===== src/rtl/riscv_pkg.sv =====
// Shared fetch-side types: IF/ID bubble word, fetch FSM states and the IF/ID record.
package riscv_pkg;

  localparam int unsigned PC_W = 9;
  localparam logic [31:0] NOP_INSTR = 32'h0000_0013;

  typedef enum logic [0:0] {
    ST_RUN    = 1'b0,
    ST_HALTED = 1'b1
  } fetch_state_t;

  typedef struct packed {
    logic [PC_W-1:0] pc;
    logic [31:0]     instr;
    logic            valid;
  } ifid_t;

  localparam ifid_t IFID_BUBBLE = '{pc: '0, instr: NOP_INSTR, valid: 1'b0};

endpackage


===== src/rtl/fetch_stage_ifid_reg.sv =====
// IF/ID pipeline register: flush to bubble beats load; otherwise hold.
module ifid_reg
  import riscv_pkg::*;
(
  input  logic                clk,
  input  logic                reset,
  input  logic                load_i,
  input  logic                flush_i,
  input  logic [PC_W-1:0]     pc_i,
  input  logic [31:0]         instr_i,
  output ifid_t               ifid_o
);

  ifid_t ifid_q;

  // NOTE: sequential state is written with non-blocking assignments only, so every
  // flop samples pre-edge values regardless of block ordering.
  always_ff @(posedge clk) begin
    if (reset || flush_i) begin
      ifid_q <= IFID_BUBBLE;
    end else if (load_i) begin
      ifid_q <= '{pc: pc_i, instr: instr_i, valid: 1'b1};
    end
  end

  assign ifid_o = ifid_q;

endmodule


===== src/rtl/fetch_stage.sv =====
// Instruction-fetch stage: PC register, next-PC selection, halt FSM, IF/ID capture
// and a count of instructions delivered to decode.
module fetch_stage
  import riscv_pkg::*;
(
  input  logic              clk,
  input  logic              reset,
  input  logic              stall_i,
  input  logic              pc_sel_i,
  input  logic [31:0]       br_pc_i,
  input  logic              halt_i,
  output logic [PC_W-1:0]   imem_addr_o,
  input  logic [31:0]       imem_rdata_i,
  output logic [PC_W-1:0]   ifid_pc_o,
  output logic [31:0]       ifid_instr_o,
  output logic              ifid_valid_o,
  output logic              redirect_o,
  output logic              halted_o,
  output logic [31:0]       fetch_count_o
);

  fetch_state_t    state_q, state_d;
  logic [PC_W-1:0] pc_q, pc_d;
  logic [31:0]     count_q, count_d;
  logic            ifid_load, ifid_flush;
  logic [PC_W-1:0] br_target;
  ifid_t           ifid;

  // Targets are word-aligned and truncated to the PC width; the dropped bits are ignored.
  assign br_target = {br_pc_i[PC_W-1:2], 2'b00};

  logic unused_br_bits;
  assign unused_br_bits = ^{br_pc_i[31:PC_W], br_pc_i[1:0]};

  // NOTE: every output of this block gets a default first, so no path can infer a latch.
  always_comb begin
    state_d    = state_q;
    pc_d       = pc_q;
    count_d    = count_q;
    ifid_load  = 1'b0;
    ifid_flush = 1'b0;
    if (state_q == ST_RUN) begin
      if (pc_sel_i) begin
        // A redirect beats a stall so the wrong-path word cannot linger in IF/ID.
        pc_d       = br_target;
        ifid_flush = 1'b1;
        if (halt_i) begin
          state_d = ST_HALTED;
        end
      end else if (!stall_i) begin
        pc_d      = pc_q + PC_W'(4);
        ifid_load = 1'b1;
        count_d   = count_q + 32'd1;
      end
    end
  end

  always_ff @(posedge clk) begin
    if (reset) begin
      state_q <= ST_RUN;
      pc_q    <= '0;
      count_q <= '0;
    end else begin
      state_q <= state_d;
      pc_q    <= pc_d;
      count_q <= count_d;
    end
  end

  ifid_reg u_ifid_reg (
    .clk     (clk),
    .reset   (reset),
    .load_i  (ifid_load),
    .flush_i (ifid_flush),
    .pc_i    (pc_q),
    .instr_i (imem_rdata_i),
    .ifid_o  (ifid)
  );

  assign imem_addr_o   = pc_q;
  assign ifid_pc_o     = ifid.pc;
  assign ifid_instr_o  = ifid.instr;
  assign ifid_valid_o  = ifid.valid;
  assign redirect_o    = pc_sel_i & (state_q == ST_RUN) & ~reset;
  assign halted_o      = (state_q == ST_HALTED);
  assign fetch_count_o = count_q;

endmodule


===== config.mk =====
export PLATFORM = sky130hd
export DESIGN_NAME = fetch_stage
export DESIGN_NICKNAME = d
export VERILOG_FILES = /design/src/rtl/riscv_pkg.sv /design/src/rtl/fetch_stage_ifid_reg.sv /design/src/rtl/fetch_stage.sv
export SDC_FILE = /design/constraint.sdc
export NUM_CORES = 1
export LEC_CHECK = 0
export BUFFER_PORTS_ARGS = -buffer_cell sky130_fd_sc_hd__buf_2
export CAP_MARGIN = 5
export CELL_PAD_IN_SITES_DETAIL_PLACEMENT = 1
export CELL_PAD_IN_SITES_GLOBAL_PLACEMENT = 2
export CORE_MARGIN = 2
export CORE_UTILIZATION = 23
export CTS_CLUSTER_SIZE = 40
export DETAILED_ROUTE_END_ITERATION = 8
export PLACE_DENSITY_LB_ADDON = 0.2
export SLEW_MARGIN = 15
export SYNTH_ARGS = -nofsm -noshare
export SYNTH_HDL_FRONTEND = slang
export SYNTH_SLANG_ARGS = --single-unit
export TNS_END_PERCENT = 50

===== constraint.sdc =====
create_clock -name clk -period 2.1 [get_ports clk]
set_input_delay 0 -clock clk [delete_from_list [all_inputs] [get_ports clk]]
set_output_delay 0 -clock clk [all_outputs]
set_load 0.01 [all_outputs]

==> impl_metrics.tcl, run 1 <==
set metrics [dict create \
    dieArea_um2 15800 \
    grt_remaining_overflow 0 \
    postCtsSetupBuffers 0 \
    cellPowerDensity_nw_per_um2 720 \
    switchingPower_uw 863 \
    power_frac_seq_pct 44.0 \
    htree_levels 3 \
    critPathLaunchType "register" \
    vias_per_cell 4.71 \
    synth_cell_types 36 \
    power.leakage_uw 0.00205 \
    drt_first_pass_iters 4 \
    synthCells 423 \
    status "complete, no violations" \
    ys_async_sr_fraction_pct 0 \
    drive_gt1_share_pct 30.0 \
    clock_latency_ns 0.34 \
    gp_congestion 0.754 \
    p_comb_share_pct 9.3 \
    critPathKind "register to register" \
    synth_area_um2 3420 \
    drt_wl_total_um 11800 \
    io_buffers 124 \
    clk_pin_slew_ns 0.06 \
    p_int_uw 2750 \
    critPathCaptureType "register" \
    cts_tree "done" \
    p_sw_share_pct 23.9 \
    maxCapViolations 0 \
    hpwl_um 8170 \
    critical-path-max-stage-delay_ns 0.58 \
    coreArea_um2 14500 \
    ant_nets 0 \
    mostFrequentLayoutCells "buf_2, nand2_1, dfxtp_1, a21oi_1, dlygate4sd3_1" \
    cp_max_fo 12 \
    rsz0062_at_grt "yes" \
    fin_crit_ns 2.04 \
    mostFrequentLayoutCell "buf_2" \
    clockRootBuffer "clkbuf_16" \
    setup_viol 0 \
    synth_ff_type "dfxtp_1" \
    layout.nets 662 \
    wl_per_cell_um 15.1 \
    fmax_ghz 0.491 \
    ys_warn_count 0 \
    cts_buffers 9 \
    p_total_uw 3610 \
    grt_pass1_vias 3863 \
    cts_buffer_depth 2 \
    postSynthAreaPerCell_um2 8.08 \
    crit_family "simple AND/OR/NAND/NOR gates" \
    p_clk_share_pct 46.7 \
    path_buf_inv 0 \
    post-route-period-util_pct 96.9 \
    worstPathCellList "or3_4 -> or4_4 -> or4_1 -> a21oi_1" \
    area_delta_synth_final_pct 46.8 \
    antenna_cells 0 \
    grt_pass1_wl_um 19200 \
    drv_slew 0 \
    grt_max_degree 46 \
    grt.total_usage_pct 15.0 \
    routed-via-count 3677 \
    antenna_found_initial 1 \
    ios 154 \
    crit_arrival_ns 2.31 \
    seq_area_frac_synth_pct 46.9 \
    final_hold_viol_count 0 \
    fin_skew_ns 0.00750 \
    die_w_um 126 \
    rows 44 \
    start_util_pct 23.5 \
    hp-class "primary input to register" \
    fp.dieH_um 126 \
    drt-initial-drc-count 113 \
    peakVddDrop_mv 0.366 \
    ys_ff_latch 80 \
    tns_ns 0 \
    drc 0 \
    cts_sinks 80 \
    synth_edf_count 0 \
    cp_slowest_cell "or4_4" \
    required_ns 2.37 \
]
## cells by family (layout without fill, tap and decap cells)
logic type	after synthesis	in the layout	share of synthesized area, %
adders and majority gates	2	2	0.732
DFF	80	80	46.9
AOI/OAI and AO/OA	97	97	15.7
other	1	4	0.110
and+or+nand+nor	189	189	27.2
buffers and inverters	39	209	5.38
muxes	4	4	1.21
xor gates and xnor gates	11	11	2.82
## final timing paths
path              slack (ns)             startpoint               endpoint  depth (start not counted)
setup / recovery        0.06               halted_o      fetch_count_o[19]                          4
hold / removal          0.03             br_pc_i[4]         imem_addr_o[4]                          3
setup reg to reg        0.06               halted_o      fetch_count_o[19]                          4
hold reg to reg         0.45  u_ifid_reg.ifid_o[20]  u_ifid_reg.ifid_o[20]                          2
## stage by stage
step | utilization [%] | setup WS [ns] | area [um^2] | std cells | hold slack (ns)
final | 34.5 | 0.0648 | 5010 | 780 | 0.0272
after global routing | 34.5 | -0.0135 | 5010 | 780 | 0.0153
after CTS | 34.4 | 0.0264 | 4990 | 780 | 0.0102
after detailed placement | 29.8 | 0.0335 | 4330 | 729 | 0.216
after global placement | 29.8 | 0.0582 | 4330 | 729 | 0.211
after floorplan | - | -0.0327 | 3430 | 426 | 0.123
## state kept, by name, summed over array words and instances (netlist names)
| name | flops |
|---|---|
| u_ifid_reg.ifid_o | 40 |
| imem_addr_o | 7 |
| fetch_count_o | 32 |
| halted_o | 1 |
## Yosys cell counts (3+ instances only)
master | instances | area, um^2
buf_6 | 3 | 33.8
a21oi_1 | 65 | 325
nor4_1 | 6 | 37.5
dfxtp_1 | 80 | 1600
inv_1 | 7 | 26.3
nand2_1 | 92 | 345
o21ai_0 | 12 | 60.1
nor2_1 | 20 | 75.1
a211oi_1 | 6 | 45.0
nor3_1 | 4 | 20.0
clkbuf_1 | 24 | 90.1
nand3_1 | 15 | 75.1
buf_4 | 4 | 30.0
nand4_1 | 12 | 75.1
o31ai_1 | 10 | 75.1
xnor2_1 | 9 | 78.8
or4_1 | 11 | 82.6
or3_1 | 11 | 68.8
mux2i_1 | 3 | 30.0
and4_1 | 3 | 26.3
## power by group through the flow
stage / Combinational [uW] / Clock [uW] / Sequential (uW)
global route: 375 / 1820 / 1590
global placement: 285 / 0 / 1620
CTS: 342 / 1760 / 1590
detailed placement: 292 / 0 / 1620
floorplan: 145 / 0 / 1630
finish: 336 / 1690 / 1590
## final cells by class
class | instances | area (um^2)
fillers | 1747 | 9520
multi-input cells | 307 | 1670
flip-flops and latches | 80 | 1600
repair buffers | 186 | 1170
clock buffers | 11 | 233
well taps | 184 | 230
clock inverters | 5 | 81.3
inverters | 7 | 26.3
## repair_timing
item	CTS	global route
gates resized for setup	0	4
setup endpoints to repair	0	6
hold endpoints to repair	35	0
hold buffers	35	0
## metal layers
layer	wire length (um)	GRT usage (%)	vias to the layer above
met3	799	6.12	12
li1	-	-	1802
met4	170	4.40	2
met2	5870	26.8	91
met5	7	0	-
met1	4910	16.4	1770
## worst reg2reg max path, cell delays in order, from the launching register on
cell	delay, ns
dfxtp_2	0.32
or3_4	0.45
or4_4	0.58
or4_1	0.48
a21oi_1	0.15
Power figures use the tool's default switching activity.
==> inputs of run 2 (changes only) <==
--- a/config.mk
+++ b/config.mk
@@ -9,7 +9,6 @@
 export CAP_MARGIN = 5
 export CELL_PAD_IN_SITES_DETAIL_PLACEMENT = 1
 export CELL_PAD_IN_SITES_GLOBAL_PLACEMENT = 2
-export CORE_MARGIN = 2
 export CORE_UTILIZATION = 23
 export CTS_CLUSTER_SIZE = 40
 export DETAILED_ROUTE_END_ITERATION = 8
==> constraint.sdc (replaced) <==
create_clock -name clk -period 1.8 [get_ports clk]
set_input_delay 0 -clock clk [delete_from_list [all_inputs] [get_ports clk]]
set_output_delay 0 -clock clk [all_outputs]
set_load 0.01 [all_outputs]
==> impl_metrics.tcl, run 2 (synthesized netlist as in run 1, its figures left out) <==
set metrics [dict create \
    cts_sinks 80 \
    ant_nets 0 \
    regArea_um2 1620 \
    hpwl_um 8360 \
    mostFrequentLayoutCell "buf_2" \
    power.leakage_uw 0.00225 \
    critPathKind "register to register" \
    maxCapViolations 0 \
    drt_first_pass_iters 4 \
    grt_pass1_vias 3888 \
    dieArea_um2 15300 \
    coreArea_um2 14500 \
    antenna_cells 0 \
    drive_gt1_share_pct 36.5 \
    violations "setup timing" \
    fin_crit_ns 1.88 \
    htree_levels 3 \
    p_total_uw 4250 \
    peakVddDrop_mv 0.456 \
    critPathLaunchType "register" \
    layout.nets 691 \
    mostFrequentLayoutCells "buf_2, nand2_1, dfxtp_1, a21oi_1, buf_4" \
    final_hold_viol_count 0 \
    cts_buffers 9 \
    fin_util_pct 37.0 \
    n_fill_cell 1745 \
    rsz0062_at_grt "yes" \
    required_ns 2.07 \
    post-route-period-util_pct 104 \
    cellPowerDensity_nw_per_um2 791 \
    status "complete, but fails checks" \
    drc 0 \
    critPathCaptureType "register" \
    grt_remaining_overflow 0 \
    fin_skew_ns 0.00553 \
    fmax_ghz 0.532 \
    rows 44 \
    reg2reg_setup_slack_ns -0.08 \
    clock_latency_ns 0.34 \
    cp_slowest_cell "or4_1" \
    clk_pin_slew_ns 0.06 \
    start_util_pct 23.5 \
    largest_reg_flops 40 \
    wl_per_cell_um 14.9 \
    grt_max_degree 50 \
    ios 154 \
    whs_ns 0.0184 \
    routed-via-count 3768 \
    drt_wl_total_um 12100 \
    cts_tree "done" \
    drv_slew 0 \
    cts_buffer_depth 2 \
    grt.total_usage_pct 16.1 \
    gp_congestion 0.708 \
    crit_arrival_ns 2.15 \
    io_buffers 124 \
    die_w_um 124 \
    place_ws_ns -0.140 \
    antenna_found_initial 0 \
    cp_max_fo 8 \
    critical-path-max-stage-delay_ns 0.53 \
    fin_ws_ns -0.0779 \
    drt-initial-drc-count 151 \
    vias_per_cell 4.66 \
    fp.dieH_um 124 \
    setup_viol 5 \
    hp-class "primary input to register" \
    worstPathCellList "or3_4 -> or4_4 -> or4_1 -> a21oi_1" \
    multiInputGateArea_um2 1770 \
    area_delta_synth_final_pct 57.4 \
    grt_pass1_wl_um 19100 \
    clockRootBuffer "clkbuf_16" \
]
==> run 2: final cells by class <==
type,count,share of cell area [%]
multi-input cells,307,32.9
clock inverters,5,1.51
clock buffers,11,4.33
repair buffers,215,26.4
flip-flops and latches,80,30.1
well taps,184,4.28
inverters,7,0.489
==> run 2: worst paths after layout <==
kind                    startpoint               endpoint  cells after the start
max                       halted_o      fetch_count_o[19]                      4
min                     br_pc_i[7]         imem_addr_o[7]                      3
max reg2reg               halted_o      fetch_count_o[19]                      4
min reg2reg  u_ifid_reg.ifid_o[37]  u_ifid_reg.ifid_o[37]                      2
==> run 2: report_power, final <==
part           internal [uW]  switching [uW]
sequential              1810            35.8
combinational            195             226
clock                   1220             764
total                   3230            1030
==> run 2: worst max-delay path, delay by kind of cell, from the launching register on <==
family           cells  cell delay [ns]
AO/OA/AOI/OAI        1             0.12
AND/OR/NAND/NOR      3             1.37
flip-flops           1             0.32
==> run 2: metal layers <==
metal / share of wire, % / vias to the layer above / track usage [%]
met1: 43 / 1797 / 18.3
met2: 50 / 91 / 28.5
met3: 6.3 / 5 / 5.95
li1: - / 1875 / -
met5: 0 / - / 0
met4: 0.68 / 0 / 3.69
==> run 2: metrics by stage <==
| stage | std cells | cell area (um^2) | TNS, ns |
|---|---|---|---|
| 2_1_floorplan | 426 | 3450 | -3.64 |
| 3_3_place_gp | 752 | 4520 | -0.772 |
| 3_5_place_dp | 752 | 4520 | -1.31 |
| 4_1_cts | 808 | 5260 | -0.245 |
| 5_1_grt | 809 | 5380 | -0.478 |
| 6_report | 809 | 5380 | -0.173 |
==> run 2: timing repair <==
action | 4_1_cts | 5_1_grt
endpoints found under the hold margin | 37 | 0
setup buffers | 3 | 1
setup endpoints to repair | 17 | 19
hold buffers | 37 | 0
pin swaps | 10 | 5
gates resized for setup | 9 | 28
==> inputs of run 3 (changes only) <==
--- a/config.mk
+++ b/config.mk
@@ -5,13 +5,15 @@
 export SDC_FILE = /design/constraint.sdc
 export NUM_CORES = 1
 export LEC_CHECK = 0
+export ABC_AREA = 1
 export BUFFER_PORTS_ARGS = -buffer_cell sky130_fd_sc_hd__buf_2
 export CAP_MARGIN = 5
 export CELL_PAD_IN_SITES_DETAIL_PLACEMENT = 1
 export CELL_PAD_IN_SITES_GLOBAL_PLACEMENT = 2
-export CORE_UTILIZATION = 23
+export CORE_UTILIZATION = 22
 export CTS_CLUSTER_SIZE = 40
 export DETAILED_ROUTE_END_ITERATION = 8
+export MAX_ROUTING_LAYER = met4
 export PLACE_DENSITY_LB_ADDON = 0.2
 export SLEW_MARGIN = 15
 export SYNTH_ARGS = -nofsm -noshare
==> impl_metrics.tcl, run 3 <==
set metrics [dict create \
    rr_worst_depth 9 \
    synth_top_family_by_area "simple AND/OR/NAND/NOR gates" \
    cellPowerDensity_nw_per_um2 812 \
    vias_per_cell 4.27 \
    ys_warn_count 0 \
    coreArea_um2 16100 \
    largest_reg_flops 40 \
    cts_sinks 80 \
    required_ns 2.09 \
    critPathKind "register to register" \
    antenna_cells 0 \
    cts_tree "done" \
    drt_wl_total_um 12900 \
    synth_area_um2 3660 \
    regArea_um2 1600 \
    cp_max_fo 4 \
    post-synth-top-count-cell "nor2_1" \
    critPathLaunchType "register" \
    synth_cell_types 28 \
    drv_slew 0 \
    rows 46 \
    rsz0062_at_grt "no" \
    fp.dieH_um 131 \
    tns_ns 0 \
    design_area_um2 5200 \
    ys_async_sr_fraction_pct 0 \
    post-route-period-util_pct 89.3 \
    layout.nets 778 \
    grt_pass1_wl_um 20100 \
    synth_compound_area_share_pct 11.4 \
    clk_pin_slew_ns 0.06 \
    grt.total_usage_pct 16.1 \
    seq_area_frac_synth_pct 43.8 \
    fmax_ghz 0.622 \
    antenna_found_initial 0 \
    start_util_pct 22.8 \
    muxShareOfSynthArea_pct 0.274 \
    synth-xor-area-share_pct 0.240 \
    final_hold_viol_count 0 \
    drive_gt1_share_pct 22.8 \
    wl_per_cell_um 13.9 \
    p_total_uw 4220 \
    critPathCaptureType "register" \
    synth_simple_gate_area_share_pct 34.4 \
    mostFrequentLayoutCells "nor2_1, buf_2, nand2_1, dfxtp_1, inv_1" \
    dpl_cell_area_um2 4530 \
    synthAdderAreaFrac_pct 0.684 \
    setup_viol 0 \
    synth_ff_type "dfxtp_1" \
    yosys.area.top_type_share_pct 43.8 \
    min_path_cells 2 \
    clockRootBuffer "clkbuf_16" \
    synth_edf_count 0 \
    ys_ff_latch 80 \
    grt_remaining_overflow 0 \
    area_delta_synth_final_pct 42.2 \
    fin_ws_ns 0.192 \
    grt_pass1_vias 3999 \
    synth_largest_area_cell "dfxtp_1" \
    routed-via-count 3962 \
    grt_max_degree 48 \
    ios 154 \
    ant_nets 0 \
    synthCells 547 \
    dieArea_um2 17100 \
    drc 0 \
    fin_skew_ns 0.00519 \
    drt-initial-drc-count 163 \
    n_fill_cell 2018 \
    hpwl_um 9300 \
    yosys-top-cells-area "dfxtp_1, nor2_1, nand2_1, o21ai_0, inv_1" \
    io_buffers 124 \
    cts_buffers 9 \
    synth_commonest_cells "nor2_1, nand2_1, dfxtp_1, inv_1, o21ai_0" \
    fin_util_pct 32.4 \
    fin_crit_ns 1.61 \
    power.leakage_uw 0.00238 \
    die_w_um 131 \
    status "complete, no violations" \
    clock_latency_ns 0.35 \
    htree_levels 3 \
    cts_buffer_depth 2 \
    place_ws_ns 0.0959 \
    crit_arrival_ns 1.90 \
    gp_congestion 0.798 \
    multiInputGateArea_um2 1750 \
    maxCapViolations 0 \
    hp-class "primary input to register" \
    postSynthAreaPerCell_um2 6.68 \
    drt_first_pass_iters 4 \
    mostFrequentLayoutCell "nor2_1" \
    peakVddDrop_mv 0.470 \
]
run 3: layout make-up:
cell class              count  area share (%)
well taps                 216            5.20
repair buffers            168            20.3
multi-input cells         388            33.6
clock inverters             6            1.32
clock buffers              10            4.40
inverters                  60            4.38
flip-flops and latches     80            30.8
run 3: cell families after synthesis:
family | after synthesis
other | 1
multiplexers | 1
AO/OA/AOI/OAI | 80
AND/OR/NAND/NOR | 300
adder cells (fa/ha/maj) | 2
flip-flops | 80
XOR/XNOR | 1
buffers and inverters | 82
run 3: timing repair:
item,in CTS,in global routing
setup buffers,0,0
hold endpoints to repair,36,0
hold buffers,36,0
gates resized for setup,0,2
endpoints found under the setup margin,0,2
run 3: metrics by stage:
stage / instances / hold slack, ns
6_report: 928 / 0.0174
4_1_cts: 928 / 0.00152
5_1_grt: 928 / 0.0341
2_1_floorplan: 550 / 0.0785
3_5_place_dp: 876 / 0.212
3_3_place_gp: 876 / 0.202
run 3: layer usage:
metal / vias to the layer above / part of all wire [%] / GRT usage (%)
met1: 1796 / 45 / 18.1
met5: - / 0 / -
li1: 2050 / - / -
met3: 16 / 5.4 / 4.03
met2: 100 / 48 / 27.5
met4: 0 / 1.7 / 6.02
run 3: worst paths after layout:
| path | startpoint | to | slack, ns |
|---|---|---|---|
| worst min register to register | u_ifid_reg.ifid_o[0] | u_ifid_reg.ifid_o[0] | 0.46 |
| worst min-delay path | reset | fetch_count_o[16] | 0.02 |
| worst max register to register | halted_o | fetch_count_o[29] | 0.19 |
| worst max-delay path | halted_o | fetch_count_o[29] | 0.19 |
run 3: report_power, final:
group          total [uW]  internal, uW  switching (uW)
Clock                1880          1080             800
Sequential           1880          1830            46.9
Combinational         461           205             256
Total                4220          3120            1100
run 3: worst max-delay path, stage by stage, from the launching register on:
cell and delay [ns]:
dfxtp_1 0.35, inv_1 0.08, nand2_1 0.13, nor2_4 0.19, nand2_1 0.19, nor2_1 0.30
nand3_1 0.12, nand2_1 0.07, inv_1 0.03, nor2_1 0.08
